**src/rtl/regfile_pkg.sv**
```systemverilog
// Shared defaults and helpers for the multi-port register file.
// Port vectors are flat; port_slice extracts one port's field.
package regfile_pkg;

    localparam int DEF_DATA_W = 32;
    localparam int DEF_ADDR_W = 5;
    localparam int ZERO_ADDR  = 0;
    localparam int VEC_MAX    = 1024;

    // Field idx of width w (w <= 64) from a flat packed port vector.
    function automatic logic [63:0] port_slice(
        input logic [VEC_MAX-1:0] vec,
        input int                 idx,
        input int                 w
    );
        logic [63:0] mask;
        mask = ~(~64'd0 << w);
        return 64'(vec >> (idx * w)) & mask;
    endfunction

endpackage

```
**src/rtl/regfile_scoreboard.sv**
```systemverilog
// Pending-write scoreboard: one busy flop per register.
// A reservation beats a same-cycle clear; bypass hits mask rd_busy.
module regfile_scoreboard
    import regfile_pkg::*;
#(
    parameter int ADDR_W   = DEF_ADDR_W,
    parameter int NUM_RD   = 2,
    parameter int BYPASS   = 1,
    parameter int ZERO_REG = 1,
    localparam int DEPTH   = 1 << ADDR_W
) (
    input  logic                     clk,
    input  logic                     rst,
    input  logic                     i_rsv,
    input  logic [ADDR_W-1:0]        i_rsv_addr,
    input  logic [DEPTH-1:0]         i_clr,
    input  logic [NUM_RD*ADDR_W-1:0] i_rd_addr,
    input  logic [NUM_RD-1:0]        i_hit,
    output logic [DEPTH-1:0]         o_busy_vec,
    output logic [NUM_RD-1:0]        o_rd_busy
);

    logic [DEPTH-1:0]  r_busy;
    logic [DEPTH-1:0]  w_next;
    logic [ADDR_W-1:0] w_ra;

    // Next busy state: writes clear, a reservation then sets.
    always_comb begin
        w_next = r_busy & ~i_clr;
        if (i_rsv) w_next[i_rsv_addr] = 1'b1;
    end

    // Busy flops, cleared asynchronously on reset.
    always_ff @(posedge clk or posedge rst) begin
        if (rst) r_busy <= '0;
        else     r_busy <= w_next;
    end

    // Per-port stall flag, masked by same-cycle forwarding.
    always_comb begin
        o_rd_busy = '0;
        w_ra      = '0;
        for (int i = 0; i < NUM_RD; i++) begin
            w_ra = ADDR_W'(port_slice(VEC_MAX'(i_rd_addr), i, ADDR_W));
            o_rd_busy[i] = r_busy[w_ra] & ~((BYPASS != 0) & i_hit[i]);
            if (ZERO_REG != 0 && w_ra == ADDR_W'(ZERO_ADDR))
                o_rd_busy[i] = 1'b0;
        end
    end

    assign o_busy_vec = r_busy;

endmodule

```
**src/rtl/regfile_mp.sv**
```systemverilog
// Multi-port register file with optional bypass and a RAW scoreboard.
// Higher-index write ports win collisions, both in storage and bypass.
module regfile_mp
    import regfile_pkg::*;
#(
    parameter int DATA_W   = DEF_DATA_W,
    parameter int ADDR_W   = DEF_ADDR_W,
    parameter int NUM_RD   = 2,
    parameter int NUM_WR   = 1,
    parameter int BYPASS   = 1,
    parameter int ZERO_REG = 1,
    localparam int DEPTH   = 1 << ADDR_W
) (
    input  logic                     clk,
    input  logic                     rst,
    input  logic [NUM_RD*ADDR_W-1:0] rd_addr,
    output logic [NUM_RD*DATA_W-1:0] rd_data,
    output logic [NUM_RD-1:0]        rd_busy,
    input  logic [NUM_WR-1:0]        wr_en,
    input  logic [NUM_WR*ADDR_W-1:0] wr_addr,
    input  logic [NUM_WR*DATA_W-1:0] wr_data,
    input  logic                     rsv_en,
    input  logic [ADDR_W-1:0]        rsv_addr,
    output logic [DEPTH-1:0]         busy_vec
);

    logic [DATA_W-1:0] r_mem   [DEPTH];
    logic [ADDR_W-1:0] w_waddr [NUM_WR];
    logic [DATA_W-1:0] w_wdata [NUM_WR];
    logic [NUM_WR-1:0] w_wen;
    logic [DEPTH-1:0]  w_clr;
    logic [NUM_RD-1:0] w_hit;
    logic              w_rsv;
    logic [ADDR_W-1:0] w_ra;
    logic [DATA_W-1:0] w_rd;
    logic [DATA_W-1:0] w_byp;

    // Decode write ports; reg-0 writes and writes under reset are dropped.
    always_comb begin
        w_wen = '0;
        w_clr = '0;
        for (int k = 0; k < NUM_WR; k++) begin
            w_waddr[k] = ADDR_W'(port_slice(VEC_MAX'(wr_addr), k, ADDR_W));
            w_wdata[k] = DATA_W'(port_slice(VEC_MAX'(wr_data), k, DATA_W));
            w_wen[k]   = wr_en[k] & ~rst;
            if (ZERO_REG != 0 && w_waddr[k] == ADDR_W'(ZERO_ADDR))
                w_wen[k] = 1'b0;
            if (w_wen[k]) w_clr[w_waddr[k]] = 1'b1;
        end
    end

    // Reservations of reg 0 are meaningless when it is hardwired.
    always_comb begin
        w_rsv = rsv_en & ~rst;
        if (ZERO_REG != 0 && rsv_addr == ADDR_W'(ZERO_ADDR))
            w_rsv = 1'b0;
    end

    // Storage; later ports overwrite earlier ones on collision.
    always_ff @(posedge clk or posedge rst) begin
        if (rst) begin
            for (int r = 0; r < DEPTH; r++) r_mem[r] <= '0;
        end else begin
            for (int k = 0; k < NUM_WR; k++)
                if (w_wen[k]) r_mem[w_waddr[k]] <= w_wdata[k];
        end
    end

    // Read muxing with forwarding from the highest matching write port.
    always_comb begin
        rd_data = '0;
        w_hit   = '0;
        w_ra    = '0;
        w_rd    = '0;
        w_byp   = '0;
        for (int i = 0; i < NUM_RD; i++) begin
            w_ra  = ADDR_W'(port_slice(VEC_MAX'(rd_addr), i, ADDR_W));
            w_rd  = r_mem[w_ra];
            w_byp = '0;
            for (int k = 0; k < NUM_WR; k++) begin
                if (w_wen[k] && w_waddr[k] == w_ra) begin
                    w_hit[i] = 1'b1;
                    w_byp    = w_wdata[k];
                end
            end
            if (BYPASS != 0 && w_hit[i]) w_rd = w_byp;
            if (ZERO_REG != 0 && w_ra == ADDR_W'(ZERO_ADDR)) w_rd = '0;
            rd_data[i*DATA_W +: DATA_W] = w_rd;
        end
    end

    regfile_scoreboard #(
        .ADDR_W   (ADDR_W),
        .NUM_RD   (NUM_RD),
        .BYPASS   (BYPASS),
        .ZERO_REG (ZERO_REG)
    ) u_sb (
        .clk        (clk),
        .rst        (rst),
        .i_rsv      (w_rsv),
        .i_rsv_addr (rsv_addr),
        .i_clr      (w_clr),
        .i_rd_addr  (rd_addr),
        .i_hit      (w_hit),
        .o_busy_vec (busy_vec),
        .o_rd_busy  (rd_busy)
    );

endmodule

```
**config.mk**
```make
export PLATFORM = sky130hd
export DESIGN_NAME = regfile_mp
export DESIGN_NICKNAME = d
export VERILOG_FILES = /design/src/rtl/regfile_pkg.sv /design/src/rtl/regfile_scoreboard.sv /design/src/rtl/regfile_mp.sv
export SDC_FILE = /design/constraint.sdc
export NUM_CORES = 2
export LEC_CHECK = 0
export CORE_ASPECT_RATIO = 0.8
export CORE_MARGIN = 2
export CORE_UTILIZATION = 40
export DETAILED_ROUTE_END_ITERATION = 8
export HOLD_SLACK_MARGIN = 0.02
export SETUP_SLACK_MARGIN = 0.1
export SKIP_LAST_GASP = 1
export SYNTH_ARGS = -nofsm -noshare
export SYNTH_HDL_FRONTEND = slang
export SYNTH_SLANG_ARGS = --single-unit
```
**constraint.sdc**
```tcl
create_clock -name clk -period 32 [get_ports clk]
set_input_delay 3.2 -clock clk [delete_from_list [all_inputs] [get_ports clk]]
set_output_delay 3.2 -clock clk [all_outputs]
set_load 0.005 [all_outputs]
```
=== After elaboration in Yosys (flattened, before gate mapping) ===
Index checks and enable logic that the tools add are counted.

* Flip-flop bits (word level): 1,056
* Output and inout port bits: 98
* Word-level logic and storage cells: 98

* Order comparisons: 10
* Eq/ne operators: 2
* Multiplexer cells: 31
* Bitwise gates (word level): 13
* Reduce and logical (&&, ||, !) cells: 9

{| class="wikitable"
|+ Operators by type and width
! cell !! count
|-
| 1024-bit bitwise mux || 1
|-
| 32-bit two-way mux || 13
|-
| 32-bit binary-select mux with 5-bit select || 2
|-
| 32-bit demux with 5-bit select || 1
|-
| 32-bit AND || 1
|-
| 32-bit inverter || 1
|-
| 32-bit OR || 1
|-
| 5-bit by 6-bit less-than comparator with 1-bit output, second input constant || 4
|-
| 5-bit logical NOT || 4
|-
| 6-bit greater-or-equal comparator, second input constant || 3
|-
| 5-bit inverter with 6-bit output || 3
|-
| 1-bit binary-select mux with 5-bit select || 2
|-
| 1-bit demux with 5-bit select || 2
|-
| 5-bit == test || 2
|-
| 5-bit by 1-bit greater-or-equal comparator with 1-bit output, second input constant || 2
|-
| 1-bit two-way mux || 10
|-
| 6-bit by 1-bit less-than comparator with 1-bit output, second input constant || 1
|-
| 1-bit logical AND || 5
|-
| 1-bit AND || 4
|-
| 1-bit inverter || 3
|}

=== Depth between registers and ports, before layout ===
* Depth in word-level cells: 9
* Mapped depth: 10
* Mapped depth without buffers: 5

=== Modules after synthesis ===
A second synthesis with hierarchy kept.

* Cells, all modules: 4,059
* Area, all modules: 57,089.8 um^2

{| class="wikitable"
|+ By module, submodules not included
! module !! times used !! cells each !! area an instance (um^2)
|-
| regfile_mp || 1 || 3,866 || 55,240.5
|-
| regfile_scoreboard || 1 || 193 || 1,849.3
|}

=== Worst setup path before layout ===
OpenSTA, ideal clock, no wires.

* Path type: input to register
* Start: input rst
* End: register u_sb.r_busy[4], in the netlist u_sb.o_busy_vec[4]
* Library setup time: 0.069 ns
* Data arrival time: 28.448 ns
* Path slack: 3.483 ns
* Cell stages on the path: 4
* Cells stage by stage: inv_1 -> nand2_1 -> nor4_1 -> a22o_1

* Word-level cells in the longest chain between the ends: 8
* Elaborated cells on any way between the ends: 10
* Those cells by class: 4 x mux; 6 x bitwise

{| class="wikitable"
|+ RTL lines
! what !! line !! RTL
|-
| from (decl) || regfile_mp.sv:15 || <nowiki>input logic rst,</nowiki>
|-
| 1-bit inverter (*) || regfile_mp.sv:45, regfile_mp.sv:54 ||
|-
| 1-bit AND || regfile_mp.sv:45 || <nowiki>w_wen[k] = wr_en[k] & ~rst;</nowiki>
|-
| 1-bit two-way mux || regfile_mp.sv:46 || <nowiki>if (ZERO_REG != 0 && w_waddr[k] == ADDR_W'(ZERO_ADDR))</nowiki>
|-
| 32-bit two-way mux || regfile_mp.sv:48 || <nowiki>if (w_wen[k]) w_clr[w_waddr[k]] = 1'b1;</nowiki>
|-
| 32-bit inverter || regfile_scoreboard.sv:29 || <nowiki>w_next = r_busy & ~i_clr;</nowiki>
|-
| 32-bit AND || regfile_scoreboard.sv:29 ||
|-
| 32-bit OR (no line) || -- ||
|-
| 32-bit two-way mux (*) || regfile_scoreboard.sv:30 || <nowiki>if (i_rsv) w_next[i_rsv_addr] = 1'b1;</nowiki>
|-
| net u_sb.w_next[4] || regfile_scoreboard.sv:24 || <nowiki>logic [DEPTH-1:0] w_next;</nowiki>
|-
| to (signal assigned) || regfile_scoreboard.sv:36 || <nowiki>else r_busy <= w_next;</nowiki>
|-
| to (decl) || regfile_scoreboard.sv:23 || <nowiki>logic [DEPTH-1:0] r_busy;</nowiki>
|}

The timed path passes the listed nets; every way through them passes the cells marked *.
A chain may end at the register's enable or synchronous reset.

=== Worst setup path in the final report ===
* Start: input rd_addr[1]
* End: output rd_data[30]

* Word-level cells in the longest chain between the ends: 6
* Elaborated cells on any way between the ends: 11
* Those cells by class: 1 x eq/ne; 7 x mux; 1 x bitwise; 2 x reduce/logical

{| class="wikitable"
|+ RTL lines
! what !! line !! RTL
|-
| from (decl) || regfile_mp.sv:16 || <nowiki>input logic [NUM_RD*ADDR_W-1:0] rd_addr,</nowiki>
|-
| 5-bit inverter with 6-bit output (implied by the code) || regfile_mp.sv:78 || <nowiki>w_rd = r_mem[w_ra];</nowiki>
|-
| 32-bit binary-select mux with 5-bit select || regfile_mp.sv:78 ||
|-
| 32-bit two-way mux (implied by the code) (2 in a row) || regfile_mp.sv:78 ||
|-
| 32-bit two-way mux || regfile_mp.sv:86 || <nowiki>if (BYPASS != 0 && w_hit[i]) w_rd = w_byp;</nowiki>
|-
| 32-bit two-way mux (*) || regfile_mp.sv:87 || <nowiki>if (ZERO_REG != 0 && w_ra == ADDR_W'(ZERO_ADDR)) w_rd = '0;</nowiki>
|-
| to (decl) || regfile_mp.sv:17 || <nowiki>output logic [NUM_RD*DATA_W-1:0] rd_data,</nowiki>
|}

Mark *: on every way between the ends. The rest lies on a longest branch, timed or not. The select of a mux whose other input is x is not followed.

==> impl_metrics.toml <==
[outcome]
run_status = "complete, no violations"

[floorplan]
die_height_um = 341
rows = 123
dieArea_mm2 = 0.145
io_pins = 154
die_w_um = 425
core_mm2 = 0.141
start_util_pct = 40.3

[clocking]
cts_setup_buffers = 0
worstSkewPairLatency_ns = 0.73
clock_sinks = 1056
clk_pin_slew_ns = 0.06
ctsRootBufferMaster = "clkbuf_16"
cts-resized-gates = 0
htree_levels = 3
clockBufferDepth = 3
holdBufCountCts = 0
cts_tree = "yes"
numCtsBuffers = 109

[worst_setup_path]
cp-end-kind = "output port"
worst_path_most_repeated_cell = "buf_4"
setup.worst_path.start_class = "input port"
cp.arrival_ns = 7.66
worst_path_max_delay_cell = "buf_4"
path_buf_inv = 5
worstPathCellList = "buf_8 > buf_4 > buf_4 > buf_4 > mux4_2 > a22oi_1 > a211oi_1 > nor3_1 > a21oi_1 > clkdlybuf4s50_1"
required_ns = 28.80
path_class = "in2out"
cpPeakStageDelay_ns = 0.72
critical_path.max_fanout = 45
crit_family = "buffers and inverters"

[sta]
slew_headroom_pct = 20.0
final.period_utilization_pct = 33.9
fin_tns_setup_ns = 0
report.final.slew_viol_count = 0
hold_viol_final = 0
setup_viol = 0
clock_skew_ns = 0
worst_pin_slew_ns = 1.20
final.min_clock_period_ns = 10.86
rsz0062_at_grt = "false"
clock.fmax_mhz = 92.1

[final_layout]
final_cell_mix = "1056 x dfrtp_1, 1003 x mux2_2, 413 x mux4_2"
fillCellCount = 12500
nets = 4013
drive_gt1_share_pct = 43.5
regArea_mm2 = 0.0264
multiInputGateArea_mm2 = 0.0286
layout_commonest_cell = "dfrtp_1"
area_growth_pct = 12.0

[yosys]
synth_top_area_share_pct = 46.5
syn_area_per_cell_um2 = 14.0
synthTopCellsByArea = "dfrtp_1 47%, mux2_2 20%, mux4_2 16%"
syn_nets = 4100
synth_top_area_cell = "dfrtp_1"
ys_seq_area_share_pct = 46.5
synth_ff_type = "dfrtp_1"
ys_warn_count = 0
synth_edf_count = 0
synth_area_mm2 = 0.0568
ys_ff_latch = 1056
syn_inst = 4044
ys_types = 56
ys_async_sr_fraction_pct = 100

[route]
firstDrtPassIters = 5
ant_nets = 0
wire_per_inst_um = 32.5
drtIter0Drc = 4408
wl_um = 193000
avgViaCountPerCell = 6.45
drcViolationCount = 0
vias = 38200

[power_and_ir_drop]
p_leak_nw = 28.1
p_sw_share_pct = 26.9
cell_internal_pwr_w = 0.00265
ir_drop_mv = 0.0419
pwr-share-comb_pct = 17.3
seq_power_share_pct = 45.3
pwr-share-clk_pct = 37.5
finalPower_w = 0.00363
p_sw_w = 0.000977
power.density_mw_per_mm2 = 57.0

[global_routing]
grt_max_degree = 175
grt_pass1_wl_um = 280000
grtUsageTotal_pct = 26.4
grt_pass1_vias = 38700
grt_remaining_overflow = 0
antenna_found_initial = 4

[min_path]
hold_class = "reg2reg"

[placed_design]
dp_hpwl_um = 106000
io_buffers = 153
routabilityCongestion = 0.822

[flow_run]
drv_cap = 0
per-stage QoR:
step                std cells  setup slack [ns]  util [%]  instance area, um2  hold WS (ns)
floorplan                4044             11.85         -               56800         0.441
CTS                      5921             21.09      45.2               63600         0.399
detailed placement       5721             21.09      42.5               59900         0.384
global route             5922             20.89      45.2               63600         0.408
global placement         5721             21.07      42.5               59900         0.377
finish                   5922             21.14      45.2               63600         0.397
final timing paths:
kind / cells past startpoint / end / slack [ns] / startpoint
hold reg to reg: 0 / r_mem[993]$_DFFE_PP0P_ / 0.40 / r_mem[993]$_DFFE_PP0P_
max in group asynchronous: 5 / r_mem[729]$_DFFE_PP0P_ / 25.81 / rst
hold / removal: 0 / r_mem[993]$_DFFE_PP0P_ / 0.40 / r_mem[993]$_DFFE_PP0P_
setup / recovery: 10 / rd_data[30] / 21.14 / rd_addr[1]
setup reg to reg: 1 / r_mem[384]$_DFFE_PP0P_ / 31.17 / r_mem[384]$_DFFE_PP0P_
min in group asynchronous: 2 / u_sb.o_busy_vec[19]$_DFF_PP0_ / 3.11 / rst
state kept, by name, summed over array words and instances (netlist names):
| name | count |
|---|---|
| u_sb.o_busy_vec | 32 |
| r_mem | 1024 |
cell usage after synthesis (all sizes together) (3+ instances only):
cell type and number:
dfrtp 1056, mux2 1003, mux4 413, mux2i 249, clkbuf 231, buf 226, nand2 160, a22oi 98
a21oi 66, nor2 64, o21ai 61, a211oi 42, o22ai 40, a221oi 38, a22o 37, nand3 34
o221ai 25, nor2b 21, a221o 19, a31oi 17, inv 16, a211o 14, and2 14, nor3 14
xor2 10, a32o 9, nand2b 9, nand3b 9, a2111oi 7, nor3b 5, a32oi 4, nor4 4
and3 3, nand4 3, nand4b 3, o211ai 3, or3b 3
logic make-up (layout without fill, tap and decap cells):
logic type	count (synthesis)	in the layout	share of synthesized area, %
muxes	1665	1665	40.6
DFF	1056	1056	46.5
AOI/OAI and AO/OA	488	488	6.19
buffers and inverters	474	476	3.61
and+or+nand+nor	351	351	2.88
xor gates and xnor gates	10	10	0.154
other	0	1	0
area by class of cell:
type | instances | share of cell area [%]
multi-input combinational | 2514 | 44.9
sequential | 1056 | 41.5
clock buffer | 166 | 5.15
timing repair buffer | 259 | 3.85
tap | 1875 | 3.69
clock inverter | 34 | 0.759
inverter | 17 | 0.110
antenna | 1 | 0.00393
metal layers:
metal | GRT usage [%] | up-vias | part of all wire (%)
li1 | - | 15400 | -
met1 | 38.2 | 20700 | 43
met2 | 39.8 | 1788 | 45
met3 | 5.18 | 370 | 8.1
met4 | 8.98 | 0 | 3.8
met5 | 0 | - | 0
power by group through the flow:
| stage | registers, W | clock network [W] | logic (W) |
|---|---|---|---|
| 6_report | 0.00164 | 0.00136 | 0.000627 |
| 3_3_place_gp | 0.00165 | 0 | 0.000618 |
| 3_5_place_dp | 0.00166 | 0 | 0.000626 |
| 5_1_grt | 0.00166 | 0.00143 | 0.000670 |
| 2_1_floorplan | 0.00162 | 0 | 0.000458 |
| 4_1_cts | 0.00163 | 0.00138 | 0.000628 |
No activity file was read; power rests on OpenSTA's default activity.
